===== src/rtl/uart_tx_fifo_if.sv =====
// Memory-bus port bundle for the FIFO-buffered UART transmitter.
interface uart_tx_fifo_if;
  logic        enable;
  logic        mem_valid;
  logic        mem_ready;
  logic        mem_instr;
  logic [3:0]  mem_wstrb;
  logic [31:0] mem_wdata;
  logic [31:0] mem_addr;
  logic [31:0] mem_rdata;

  modport master (
    output enable, mem_valid, mem_instr, mem_wstrb, mem_wdata, mem_addr,
    input  mem_ready, mem_rdata
  );

  modport slave (
    input  enable, mem_valid, mem_instr, mem_wstrb, mem_wdata, mem_addr,
    output mem_ready, mem_rdata
  );
endinterface


===== src/rtl/uart_tx_fifo.sv =====
// Memory-mapped UART transmitter: byte FIFO, programmable divider, optional parity, 1/2 stop bits.
module uart_tx_fifo #(
  parameter int unsigned FIFO_DEPTH      = 16,
  parameter int unsigned DEFAULT_DIVIDER = 694,
  parameter int unsigned DIV_WIDTH       = 20
) (
  input  logic          clk,
  input  logic          resetn,
  uart_tx_fifo_if.slave bus,
  output logic          serialOut
);

  localparam int unsigned AW = $clog2(FIFO_DEPTH);
  localparam int unsigned PW = AW + 1;

  localparam logic [2:0] S_IDLE   = 3'd0;
  localparam logic [2:0] S_START  = 3'd1;
  localparam logic [2:0] S_DATA   = 3'd2;
  localparam logic [2:0] S_PARITY = 3'd3;
  localparam logic [2:0] S_STOP1  = 3'd4;
  localparam logic [2:0] S_STOP2  = 3'd5;

  localparam logic [1:0] A_TXDATA  = 2'd0;
  localparam logic [1:0] A_STATUS  = 2'd1;
  localparam logic [1:0] A_CONTROL = 2'd2;

  // Bus-side registers
  logic                 rdy_q, rdy_d;
  logic                 ovf_q, ovf_d;
  logic [DIV_WIDTH-1:0] ctl_div_q, ctl_div_d;
  logic                 ctl_par_q, ctl_par_d;
  logic                 ctl_odd_q, ctl_odd_d;
  logic                 ctl_two_q, ctl_two_d;

  // FIFO storage and pointers
  logic [7:0]           mem_q [FIFO_DEPTH];
  logic [PW-1:0]        wptr_q, wptr_d;
  logic [PW-1:0]        rptr_q, rptr_d;

  // Frame engine
  logic [2:0]           state_q, state_d;
  logic [DIV_WIDTH-1:0] timer_q, timer_d;
  logic [7:0]           shift_q, shift_d;
  logic [2:0]           bit_cnt_q, bit_cnt_d;
  logic                 par_bit_q, par_bit_d;
  logic [DIV_WIDTH-1:0] frm_div_q, frm_div_d;
  logic                 frm_par_q, frm_par_d;
  logic                 frm_two_q, frm_two_d;
  logic                 tx_q, tx_d;

  logic [1:0]  reg_sel;
  logic        accept, push_req, push, pop, full, empty, ovf_clr, ctl_wr;
  logic [7:0]  head;
  logic [31:0] rd_mux;
  logic        unused_bus;

  assign reg_sel  = bus.mem_addr[3:2];
  assign accept   = bus.mem_valid & bus.enable & ~rdy_q;
  assign full     = (wptr_q[PW-1] != rptr_q[PW-1]) && (wptr_q[AW-1:0] == rptr_q[AW-1:0]);
  assign empty    = (wptr_q == rptr_q);
  assign push_req = accept && (reg_sel == A_TXDATA) && bus.mem_wstrb[0];
  assign push     = push_req && !full;
  assign pop      = (state_q == S_IDLE) && !empty;
  assign ovf_clr  = accept && (reg_sel == A_STATUS) && bus.mem_wstrb[0] && bus.mem_wdata[3];
  assign ctl_wr   = accept && (reg_sel == A_CONTROL) && (bus.mem_wstrb == 4'b1111);
  assign head     = mem_q[rptr_q[AW-1:0]];

  assign bus.mem_ready = rdy_q & bus.enable;
  assign bus.mem_rdata = bus.enable ? rd_mux : 32'd0;
  assign serialOut     = tx_q;

  // Address bits outside [3:2], upper data bits and the instruction flag carry no meaning here
  assign unused_bus = ^{bus.mem_instr, bus.mem_addr, bus.mem_wdata};

  // Read-data mux over the register map
  always_comb begin
    rd_mux = 32'd0;
    case (reg_sel)
      A_CONTROL: begin
        rd_mux[DIV_WIDTH-1:0] = ctl_div_q;
        rd_mux[24]            = ctl_par_q;
        rd_mux[25]            = ctl_odd_q;
        rd_mux[26]            = ctl_two_q;
      end
      2'd3: rd_mux[PW-1:0] = wptr_q - rptr_q;
      default: begin
        rd_mux[0] = ~full;
        rd_mux[1] = empty;
        rd_mux[2] = (state_q != S_IDLE);
        rd_mux[3] = ovf_q;
      end
    endcase
  end

  // Handshake, FIFO pointers, overflow flag and CONTROL register next state
  always_comb begin
    rdy_d     = accept;
    wptr_d    = wptr_q;
    rptr_d    = rptr_q;
    ovf_d     = ovf_q;
    ctl_div_d = ctl_div_q;
    ctl_par_d = ctl_par_q;
    ctl_odd_d = ctl_odd_q;
    ctl_two_d = ctl_two_q;
    if (push) wptr_d = wptr_q + PW'(1);
    if (pop)  rptr_d = rptr_q + PW'(1);
    if (push_req && full) ovf_d = 1'b1;
    else if (ovf_clr)     ovf_d = 1'b0;
    if (ctl_wr) begin
      ctl_div_d = bus.mem_wdata[DIV_WIDTH-1:0];
      ctl_par_d = bus.mem_wdata[24];
      ctl_odd_d = bus.mem_wdata[25];
      ctl_two_d = bus.mem_wdata[26];
    end
  end

  // Frame FSM: bit timing, shifting and next serial level
  always_comb begin
    state_d   = state_q;
    timer_d   = timer_q;
    shift_d   = shift_q;
    bit_cnt_d = bit_cnt_q;
    par_bit_d = par_bit_q;
    frm_div_d = frm_div_q;
    frm_par_d = frm_par_q;
    frm_two_d = frm_two_q;
    tx_d      = 1'b1;

    if (state_q == S_IDLE) begin
      if (!empty) begin
        // Settings are frozen per frame so CONTROL writes only affect later frames
        shift_d   = head;
        frm_div_d = ctl_div_q;
        frm_par_d = ctl_par_q;
        frm_two_d = ctl_two_q;
        par_bit_d = (^head) ^ ctl_odd_q;
        timer_d   = ctl_div_q;
        state_d   = S_START;
      end
    end else if (timer_q != '0) begin
      timer_d = timer_q - DIV_WIDTH'(1);
    end else begin
      timer_d = frm_div_q;
      case (state_q)
        S_START: begin
          state_d   = S_DATA;
          bit_cnt_d = 3'd7;
        end
        S_DATA: begin
          shift_d = {1'b0, shift_q[7:1]};
          if (bit_cnt_q == 3'd0) state_d = frm_par_q ? S_PARITY : S_STOP1;
          else                   bit_cnt_d = bit_cnt_q - 3'd1;
        end
        S_PARITY: state_d = S_STOP1;
        S_STOP1:  state_d = frm_two_q ? S_STOP2 : S_IDLE;
        default:  state_d = S_IDLE;
      endcase
    end

    case (state_d)
      S_START:  tx_d = 1'b0;
      S_DATA:   tx_d = shift_d[0];
      S_PARITY: tx_d = par_bit_d;
      default:  tx_d = 1'b1;
    endcase
  end

  // State and control registers
  always_ff @(posedge clk or negedge resetn) begin
    if (!resetn) begin
      rdy_q     <= 1'b0;
      ovf_q     <= 1'b0;
      ctl_div_q <= DIV_WIDTH'(DEFAULT_DIVIDER);
      ctl_par_q <= 1'b0;
      ctl_odd_q <= 1'b0;
      ctl_two_q <= 1'b0;
      wptr_q    <= '0;
      rptr_q    <= '0;
      state_q   <= S_IDLE;
      timer_q   <= '0;
      shift_q   <= '0;
      bit_cnt_q <= '0;
      par_bit_q <= 1'b0;
      frm_div_q <= '0;
      frm_par_q <= 1'b0;
      frm_two_q <= 1'b0;
      tx_q      <= 1'b1;
    end else begin
      rdy_q     <= rdy_d;
      ovf_q     <= ovf_d;
      ctl_div_q <= ctl_div_d;
      ctl_par_q <= ctl_par_d;
      ctl_odd_q <= ctl_odd_d;
      ctl_two_q <= ctl_two_d;
      wptr_q    <= wptr_d;
      rptr_q    <= rptr_d;
      state_q   <= state_d;
      timer_q   <= timer_d;
      shift_q   <= shift_d;
      bit_cnt_q <= bit_cnt_d;
      par_bit_q <= par_bit_d;
      frm_div_q <= frm_div_d;
      frm_par_q <= frm_par_d;
      frm_two_q <= frm_two_d;
      tx_q      <= tx_d;
    end
  end

  // FIFO storage; contents need no reset since the pointers define validity
  always_ff @(posedge clk) begin
    if (push) mem_q[wptr_q[AW-1:0]] <= bus.mem_wdata[7:0];
  end

endmodule


===== src/flat_wrapper.sv =====
// flat-port wrapper written by rule: the top's interface ports become plain ports
module uart_tx_fifo_flat 
#(
  parameter int unsigned FIFO_DEPTH      = 16,
  parameter int unsigned DEFAULT_DIVIDER = 694,
  parameter int unsigned DIV_WIDTH       = 20
)
  (clk, resetn, serialOut, bus_enable, bus_mem_valid, bus_mem_instr, bus_mem_wstrb, bus_mem_wdata, bus_mem_addr, bus_mem_ready, bus_mem_rdata);
  uart_tx_fifo_if bus_i ();
  input  logic clk;
  input  logic resetn;
  output logic serialOut;
  input wire logic [$bits(bus_i.enable)-1:0] bus_enable;
  input wire logic [$bits(bus_i.mem_valid)-1:0] bus_mem_valid;
  input wire logic [$bits(bus_i.mem_instr)-1:0] bus_mem_instr;
  input wire logic [$bits(bus_i.mem_wstrb)-1:0] bus_mem_wstrb;
  input wire logic [$bits(bus_i.mem_wdata)-1:0] bus_mem_wdata;
  input wire logic [$bits(bus_i.mem_addr)-1:0] bus_mem_addr;
  output wire logic [$bits(bus_i.mem_ready)-1:0] bus_mem_ready;
  output wire logic [$bits(bus_i.mem_rdata)-1:0] bus_mem_rdata;
  assign bus_i.enable = bus_enable;
  assign bus_i.mem_valid = bus_mem_valid;
  assign bus_i.mem_instr = bus_mem_instr;
  assign bus_i.mem_wstrb = bus_mem_wstrb;
  assign bus_i.mem_wdata = bus_mem_wdata;
  assign bus_i.mem_addr = bus_mem_addr;
  assign bus_mem_ready = bus_i.mem_ready;
  assign bus_mem_rdata = bus_i.mem_rdata;
  uart_tx_fifo #(.FIFO_DEPTH(FIFO_DEPTH), .DEFAULT_DIVIDER(DEFAULT_DIVIDER), .DIV_WIDTH(DIV_WIDTH)) u_core (.clk(clk), .resetn(resetn), .bus(bus_i), .serialOut(serialOut));
endmodule

===== config.mk =====
export PLATFORM = sky130hd
export DESIGN_NAME = uart_tx_fifo_flat
export DESIGN_NICKNAME = d
export VERILOG_FILES = /design/src/rtl/uart_tx_fifo_if.sv /design/src/rtl/uart_tx_fifo.sv /design/src/flat_wrapper.sv
export SDC_FILE = /design/constraint.sdc
export NUM_CORES = 1
export LEC_CHECK = 0
export ABC_AREA = 0
export BUFFER_PORTS_ARGS = -buffer_cell sky130_fd_sc_hd__buf_4
export CORE_UTILIZATION = 38
export CTS_CLUSTER_SIZE = 8
export DETAILED_ROUTE_END_ITERATION = 10
export PLACE_DENSITY = 0.55
export SLEW_MARGIN = 5
export SYNTH_ARGS = -nofsm -noshare
export SYNTH_HDL_FRONTEND = slang
export SYNTH_SLANG_ARGS = --single-unit

===== constraint.sdc =====
create_clock -name clk -period 6.67 [get_ports clk]
set_clock_uncertainty 0.15 [all_clocks]
set_input_delay 0 -clock clk [delete_from_list [all_inputs] [get_ports clk]]
set_output_delay 0 -clock clk [all_outputs]
set_load 0.01 [all_outputs]

After elaboration in Yosys (flattened, before gate mapping)

Memory sizes are Yosys's and may differ from the RTL's.
Index checks and enable logic that the tools add are counted.

Reduce and logical (&&, ||, !) cells: 25
Bitwise logic cells: 9
Magnitude comparators: 0
Shift operators: 0
Eq/ne operators: 17
Add/subtract/negate cells: 5
Div/mod/pow operators: 0
Mux-type cells: 28
Multiply operators: 0

Operator list:

| cell                                                                  | number |
|---|---|
| 20-bit two-way mux                                                    | 3 |
| 8-bit two-way mux                                                     | 4 |
| 27-bit two-way mux                                                    | 1 |
| 3-bit two-way mux                                                     | 8 |
| 20-bit nonzero test                                                   | 1 |
| 20-bit by 1-bit subtractor with 20-bit output (second input constant) | 1 |
| 15-bit two-way mux                                                    | 1 |
| 3-bit by 2-bit == test with 1-bit output (second input constant)      | 4 |
| 3-bit one-hot mux with 4 select lines                                 | 1 |
| 1-bit logical AND                                                     | 11 |
| 5-bit by 1-bit adder with 5-bit output (second input constant)        | 2 |
| 4-bit one-hot mux with 2 select lines                                 | 1 |
| 8-bit parity                                                          | 1 |
| 3-bit by 1-bit == test with 1-bit output (second input constant)      | 2 |
| 3-bit logical NOT                                                     | 2 |
| 1-bit two-way mux                                                     | 6 |
| 3-bit one-hot mux with 2 select lines                                 | 1 |
| 2-bit nonzero test                                                    | 3 |
| 5-bit == test                                                         | 1 |
| 1-bit NOT                                                             | 5 |
| 5-bit subtractor                                                      | 1 |
| 2-bit == test (second input constant)                                 | 2 |
| 4-bit == test                                                         | 1 |
| 4-bit == test (second input constant)                                 | 1 |
| 16 further kinds                                                      | 20 |

Bits in writable memories: 128
Latch bits: 0
Memories kept: 1
Register bits after elaboration: 93
Word-level logic and storage cells: 103
Bits in read-only memories: 0
Output and inout port bits: 34

Memory list:

| memory       | depth | width | read ports | clocked after memory_dff | write ports | RTL line           | text |
|---|---|---|---|---|---|---|---|
| u_core.mem_q | 16    | 8     | 1          | 0                        | 1           | uart_tx_fifo.sv:36 | `logic [7:0] mem_q [FIFO_DEPTH];` |

Depth between registers and ports, before layout

Gate-level depths: netlist of run 1.

Depth after elaboration: 7
Mapped depth: 13
Depth with buffers taken out: 10

Worst setup path before layout of run 1

Ideal clock, no wire load.

Path type: register to register
From: register u_core.rptr_q[2]
To: memory u_core.mem_q[4][0] (enable)
Stages on the path, launching flop included: 10
Slack: 3.594 ns
Data required time: 6.137 ns
Setup time: 0.383 ns
Arrival time: 2.542 ns
Period minus slack after synthesis: 3.076 ns
Cells stage by stage: dfrtp_1 > clkbuf_1 > buf_2 > inv_1 > ha_1 > nand4_1 > nor2_1 > nor3b_2 > nand2_1 > nor3_1

Longest elaborated chain between the ends: 6

Ends and longest elaborated chain:

| what                                    | RTL line            | text |
|---|---|---|
| start, declared                         | uart_tx_fifo.sv:38  | `logic [PW-1:0] rptr_q, rptr_d;` |
| start signal, assigned                  | uart_tx_fifo.sv:196 | `rptr_q <= rptr_d;` |
| 4-bit == test                           | uart_tx_fifo.sv:59  | `assign full = (wptr_q[PW-1] != rptr_q[PW-1]) && (wptr_q[AW-1:0] == rptr_q[AW-1:0]);` |
| 1-bit logical AND                       | uart_tx_fifo.sv:59  |  |
| 1-bit logical NOT                       | uart_tx_fifo.sv:62  | `assign push = push_req && !full;` |
| 1-bit logical AND                       | uart_tx_fifo.sv:62  |  |
| 1-bit two-way mux                       | uart_tx_fifo.sv:211 | `if (push) mem_q[wptr_q[AW-1:0]] <= bus.mem_wdata[7:0];` |
| 1-bit two-way mux (not written as such) | uart_tx_fifo.sv:211 |  |
| end, declared                           | uart_tx_fifo.sv:36  |  |

Every way passes these cells.

Worst setup path in the final report of run 1

From: register u_core.rptr_q[0]
To: register u_core.par_bit_q

Longest elaborated chain between the ends: 5
Elaborated cells on any way between the ends: 6
Those cells by class: eq/ne (1); mux (2); bitwise (1); reduce/logical (1); memory (1)

Ends and longest elaborated chain:

| what                 | RTL line            | text |
|---|---|---|
| memory 16 x 8 bit    | --                  |  |
| 8-bit parity         | uart_tx_fifo.sv:136 | `par_bit_d = (^head) ^ ctl_odd_q;` |
| 1-bit XOR            | uart_tx_fifo.sv:136 |  |
| 1-bit two-way mux *  | uart_tx_fifo.sv:130 | `if (!empty) begin` |
| 1-bit two-way mux *  | uart_tx_fifo.sv:129 | `if (state_q == S_IDLE) begin` |
| via u_core.par_bit_d | uart_tx_fifo.sv:45  | `logic par_bit_q, par_bit_d;` |
| end signal, assigned | uart_tx_fifo.sv:201 | `par_bit_q <= par_bit_d;` |
| end, declared        | uart_tx_fifo.sv:45  |  |

Mark *: on every way through the listed nets, which the timed path passes. The rest lies on a longest branch.
A chain may end at the register's enable or synchronous reset.

==> flow_summary.toml, run 1 <==
[power_and_ir_drop]
p_leak_nw = 4.95
switching_share_pct = 27.9
power.share.sequential_pct = 44.3
vdd_ir_drop_max_mv = 0.209
switchingPower_mw = 1.08
p_int_mw = 2.80
p_per_area_nw_per_um2 = 320
combPwrFrac_pct = 18.2
pwr-share-clk_pct = 37.4

[grt]
grt_overflow = 0
grt_pass1_vias = 6375
grt_pass1_wl_um = 36200
antenna_found_initial = 0
grt_max_degree = 67
grt_util_all_layers_pct = 17.4

[clock_network]
clk_path_buf_depth = 3
cts_tree = "built"
clk_latency_ns = 0.55
path_clk_slew_ns = 0.05
clock-sinks = 221
post_cts_buffers = 0
htreeDepth = 1
numCtsBuffers = 31
cts_resized = 0
cts_root_buffer = "clkbuf_16"

[setup_path]
r2r-end = "u_core.par_bit_q"
cp.required_ns = 6.95
start_kind = "register"
crit_arrival_ns = 4.11
crit_type = "reg2reg"
worstSetupEndpointType = "register"
r2r_slack_ns = 2.84
r2r_start = "u_core.rptr_q[0]"
worst-path-max-fanout = 25
worstRegToRegCells = 8

[run]
cap_violations = 0

[synth]
synth.yosys.seq_area_share_pct = 61.0
netlist.top_cell.by_area = "edfxtp_1"
async_flop_share_pct = 42.1
synth_fa_ha_area_share_pct = 1.68
synth_xor_area_share_pct = 1.95
synth_compound_area_share_pct = 8.53
ys_warn_count = 0
postSynthAreaPerCell_um2 = 12.7
synth_edf_count = 128
synth_top_family_by_area = "simple AND/OR/NAND/NOR gates"
syn_inst = 798
synth-simple-area-share_pct = 12.7
synth_top_area_share_pct = 38.0
synthMuxAreaShare_pct = 10.9
ys_types = 65
synth_flop_cell = "edfxtp_1"
yosys-top-cells-area = "edfxtp_1 (38%), dfrtp_1 (21%), mux4_2 (4.9%)"
synthesis.area_um2 = 10100
synth.ff_latch_count = 221

[floorplan]
die_h_um = 165
die_w_um = 165
start_util_pct = 38.7
rows = 59
dieArea_um2 = 27300
pin_count = 107
coreArea_um2 = 26100

[placement]
portBuffers = 57
place_hpwl_um = 14800
placed_cells = 1167
gp_congestion = 0.769

[hold_path]
hold_depth = 4
worstHoldStart = "bus_mem_wstrb[0]"
hold_end = "u_core.wptr_q[1]"
hold_path_class = "in2reg"

[routing]
drt_iter0_drc = 458
drt-total-wl_um = 23000
drc = 12
drtPass1Iterations = 8
viasPerCell = 5.15
antenna_left = 0
wl_per_cell_um = 18.3
vias = 6470

[timing]
finalSetupViolations = 0
fmax_ghz = 0.261
slew_violations = 0
finalHoldViolCount = 0
tns_ns = 0
slew_headroom_pct = 26.3
finalCritPeriodShare_pct = 57.4
fin_crit_ns = 3.83
rsz0062_at_grt = "false"
tightestPinTransition_ns = 1.10

[cells_and_area]
layout_commonest_cell = "edfxtp_1"
mostFrequentLayoutCells = "edfxtp_1 (128), nand2_1 (124), dfrtp_1 (85)"
register_area_um2 = 6180
synthToLayoutAreaGrowth_pct = 19.8
drive_gt1_share_pct = 18.7
fillers = 2412
num_antenna_cells = 0
multi_input_area_um2 = 3670
final_nets = 983
final_cells = 1257

[status]
violations = "DRC"
status = "finished, violations left"
==> state kept, by name, indices dropped and copies added, names as in the netlist <==
name,cells
u_core.ctl_div_q,20
u_core.shift_q,8
u_core.rdy_q,1
u_core.ctl_two_q,1
u_core.wptr_q,5
u_core.mem_q,128
u_core.frm_par_q,1
u_core.bit_cnt_q,3
u_core.ctl_odd_q,1
u_core.rptr_q,5
u_core.ovf_q,1
u_core.par_bit_q,1
u_core.serialOut,1
u_core.frm_div_q,20
u_core.ctl_par_q,1
u_core.timer_q,20
u_core.frm_two_q,1
u_core.state_q,3
==> routing by layer <==
metal | track usage (%) | vias to the layer above | part of all wire [%]
li1 | - | 3108 | -
met1 | 24.3 | 3205 | 47
met2 | 28.5 | 126 | 47
met3 | 2.60 | 31 | 3.9
met4 | 4.25 | 0 | 1.7
met5 | 0 | - | 0
==> final cells by class <==
class                   instances  area share (%)
inverters                      21           0.650
clock inverters                 1           0.165
well taps                     335            3.46
flip-flops and latches        221            51.0
clock buffers                  57            7.29
multi-input cells             518            30.3
repair buffers                104            7.18
==> critical path, stage by stage (launching register included) <==
cell and delay [ns]:
dfrtp_2 0.90, buf_4 0.43, mux4_2 0.59, a21o_1 0.20, a222oi_1 0.53, xnor2_1 0.18
xnor3_1 0.42, xnor2_1 0.23, o21ai_1 0.08
==> metrics by stage <==
step | power, mW | util, % | area [um2] | setup WS [ns] | hold slack, ns
6_report | 3.88 | 46.4 | 12100 | 2.84 | 0.0209
5_1_grt | 4.07 | 46.4 | 12100 | 2.54 | 0.0449
4_1_cts | 3.92 | 46.4 | 12100 | 2.79 | 0.00530
3_5_place_dp | 2.44 | 41.7 | 10900 | 2.80 | -0.207
3_3_place_gp | 2.43 | 41.7 | 10900 | 2.82 | -0.205
2_1_floorplan | 2.22 | - | 10200 | 3.59 | -0.446
==> worst max path at each step <==
| stage | from | slack, ns | to |
|---|---|---|---|
| after floorplan | u_core.rptr_q[2] | 3.59 | u_core.mem_q[4][0] |
| after global placement | u_core.rptr_q[0] | 2.82 | u_core.par_bit_q |
| after detailed placement | u_core.rptr_q[0] | 2.80 | u_core.par_bit_q |
| after CTS | u_core.rptr_q[0] | 2.79 | u_core.par_bit_q |
| after global routing | u_core.rptr_q[3] | 2.54 | u_core.mem_q[15][0] |
| final | u_core.rptr_q[0] | 2.84 | u_core.par_bit_q |
==> power by group through the flow <==
stage | Combinational [mW] | Sequential (mW) | Clock (mW)
after floorplan | 0.544 | 1.68 | 0
after global placement | 0.692 | 1.74 | 0
after detailed placement | 0.697 | 1.74 | 0
after CTS | 0.717 | 1.72 | 1.49
after global routing | 0.793 | 1.74 | 1.54
final | 0.707 | 1.72 | 1.45
==> synth_stat cells, types with 11 or more instances <==
| cell | number |
|---|---|
| a21o_1 | 11 |
| a21oi_1 | 42 |
| and2_1 | 37 |
| buf_4 | 12 |
| clkbuf_1 | 25 |
| dfrtp_1 | 86 |
| edfxtp_1 | 128 |
| ha_1 | 12 |
| inv_1 | 19 |
| mux2_2 | 24 |
| mux2i_1 | 13 |
| mux4_2 | 22 |
| nand2_1 | 124 |
| nor2_1 | 50 |
| nor3_1 | 18 |
| o21ai_0 | 27 |
| xnor2_1 | 16 |
==> cells by family after synthesis <==
kind of cell | after synthesis
AND/OR/NAND/NOR | 272
buffers and inverters | 67
XOR/XNOR | 21
other | 1
flip-flops | 221
AO/OA/AOI/OAI | 136
adder cells (fa/ha/maj) | 13
multiplexers | 67
==> repair_timing <==
item | CTS | global route
endpoints found under the hold margin | 244 | 0
setup endpoints to repair | 0 | 0
hold buffers | 32 | 0
Note: power is estimated with default switching activity, not from simulation.
==> run 2: changes to the inputs <==
--- a/config.mk
+++ b/config.mk
@@ -10,7 +10,7 @@
 export CORE_UTILIZATION = 38
 export CTS_CLUSTER_SIZE = 8
 export DETAILED_ROUTE_END_ITERATION = 10
-export PLACE_DENSITY = 0.55
+export PLACE_DENSITY = 0.57
 export SLEW_MARGIN = 5
 export SYNTH_ARGS = -nofsm -noshare
 export SYNTH_HDL_FRONTEND = slang
==> constraint.sdc (replaced) <==
create_clock -name clk -period 3.25 [get_ports clk]
set_clock_uncertainty 0.15 [all_clocks]
set_input_delay 0 -clock clk [delete_from_list [all_inputs] [get_ports clk]]
set_output_delay 0 -clock clk [all_outputs]
set_load 0.01 [all_outputs]
==> flow_summary.toml, run 2 (synthesis results as in run 1) <==
[cells_and_area]
layout_commonest_cell = "edfxtp_1"
largest_reg_flops = 128
synthToLayoutAreaGrowth_pct = 21.6
final_nets = 1004
mostFrequentLayoutCells = "edfxtp_1 (128), nand2_1 (124), buf_4 (93)"
drive_gt1_share_pct = 20.7
num_antenna_cells = 0

[routing]
drtPass1Iterations = 8
drt_iter0_drc = 457
viasPerCell = 5.17
antenna_left = 0
wl_per_cell_um = 18.4
drt-total-wl_um = 23500
vias = 6612
drc = 20

[setup_path]
cp-endpoint = "u_core.par_bit_q"
r2r_slack_ns = 0.22
r2r-end = "u_core.par_bit_q"
worstPathCellList = "buf_12 > buf_4 > mux2i_1 > a221oi_1 > a21o_1 > a222oi_1 > xnor2_1 > xnor3_1 > xnor2_1 > o21ai_1"
worstRegToRegCells = 10
critical_path.max_stage_delay_ns = 0.51
crit_type = "reg2reg"
start_kind = "register"
crit_arrival_ns = 3.31
worstSetupEndpointType = "register"
cp.required_ns = 3.53
crit_path_frequent_cell = "xnor2_1"
startpoint = "u_core.rptr_q[0]"
r2r_start = "u_core.rptr_q[0]"
slowest_stage = "a222oi_1"
worst-path-max-fanout = 19

[power_and_ir_drop]
vdd_ir_drop_max_mv = 0.493
p_leak_nw = 5.08
power_mw = 7.99
p_per_area_nw_per_um2 = 650

[placement]
portBuffers = 57
place_hpwl_um = 15500
dpl_worst_slack_ns = 0.245
gp_congestion = 0.818

[grt]
grt_overflow = 0
grt_max_degree = 54
grt_util_all_layers_pct = 17.9
grt_pass1_wl_um = 37300
grt_pass1_vias = 6567
antenna_found_initial = 0

[hold_path]
hold_depth = 5
worstHoldStart = "bus_mem_wstrb[0]"
hold_path_class = "in2reg"

[floorplan]
pin_count = 107
start_util_pct = 38.7
die_h_um = 165
die_w_um = 165
rows = 59
coreArea_um2 = 26100
dieArea_um2 = 27300

[clock_network]
cts_tree = "built"
numCtsBuffers = 31
htreeDepth = 1
clk_latency_ns = 0.55
cts_resized = 0
holdBufCountCts = 30
path_clk_slew_ns = 0.05
clk_path_buf_depth = 3
post_cts_buffers = 0
clock-sinks = 221
cts_root_buffer = "clkbuf_16"

[timing]
slew_violations = 0
tightestPinTransition_ns = 1.03
worst_hold_slack_ns = 0.0117
slew_headroom_pct = 31.2
fin_ws_ns = 0.219
finalHoldViolCount = 0
rsz0062_at_grt = "false"
finalSetupViolations = 0
fin_crit_ns = 3.03
tns_ns = 0
fmax_ghz = 0.330
finalCritPeriodShare_pct = 93.3

[status]
violations = "DRC"
status = "finished, violations left"

[run]
cap_violations = 0
-- run 2: cell types whose count changed in the layout (fill, tap and decap cells not counted), sizes merged --
| cell | before | now |
|---|---|---|
| dlygate4sd3 | 31 | 29 |
| buf | 73 | 96 |
-- run 2: layout make-up --
type                            instances  area (um2)
Multi-Input combinational cell        518        3670
Inverter                               21        78.8
Clock inverter                          1        20.0
Timing Repair Buffer                  125        1060
Tap cell                              335         419
Clock buffer                           57         883
Fill cell                            2341       13800
Sequential cell                       221        6180
-- run 2: worst max-delay path, delay by kind of cell (launching register included) --
kind,cells,cell delay [ns]
multiplexers,1,0.22
flip-flops,1,0.37
buffers and inverters,2,0.50
AO/OA/AOI/OAI,4,0.88
XOR/XNOR,3,0.78
-- run 2: worst min-delay path by stage --
stage	to
after floorplan	u_core.bit_cnt_q[0]
after global placement	u_core.ctl_odd_q
after detailed placement	u_core.ctl_odd_q
after CTS	u_core.wptr_q[0]
after global routing	u_core.wptr_q[0]
final	u_core.wptr_q[0]
-- run 2: power breakdown --
part	internal (mW)	switching, mW	total (mW)
Combinational	0.748	0.783	1.53
Sequential	3.22	0.267	3.48
Clock	1.81	1.17	2.98
-- run 2: stage by stage --
stage | utilization, % | cells | cell area (um2)
5_1_grt | 47.1 | 1278 | 12300
3_5_place_dp | 42.4 | 1190 | 11100
4_1_cts | 47.1 | 1278 | 12300
3_3_place_gp | 42.4 | 1190 | 11100
6_report | 47.1 | 1278 | 12300
2_1_floorplan | - | 806 | 10200
-- run 2: layer usage --
layer,part of all wire [%],vias to the layer above,track usage (%)
li1,-,3149,-
met3,4.8,44,3.00
met1,45,3264,24.2
met2,47,155,29.4
met4,2.5,0,5.75
met5,0,-,0
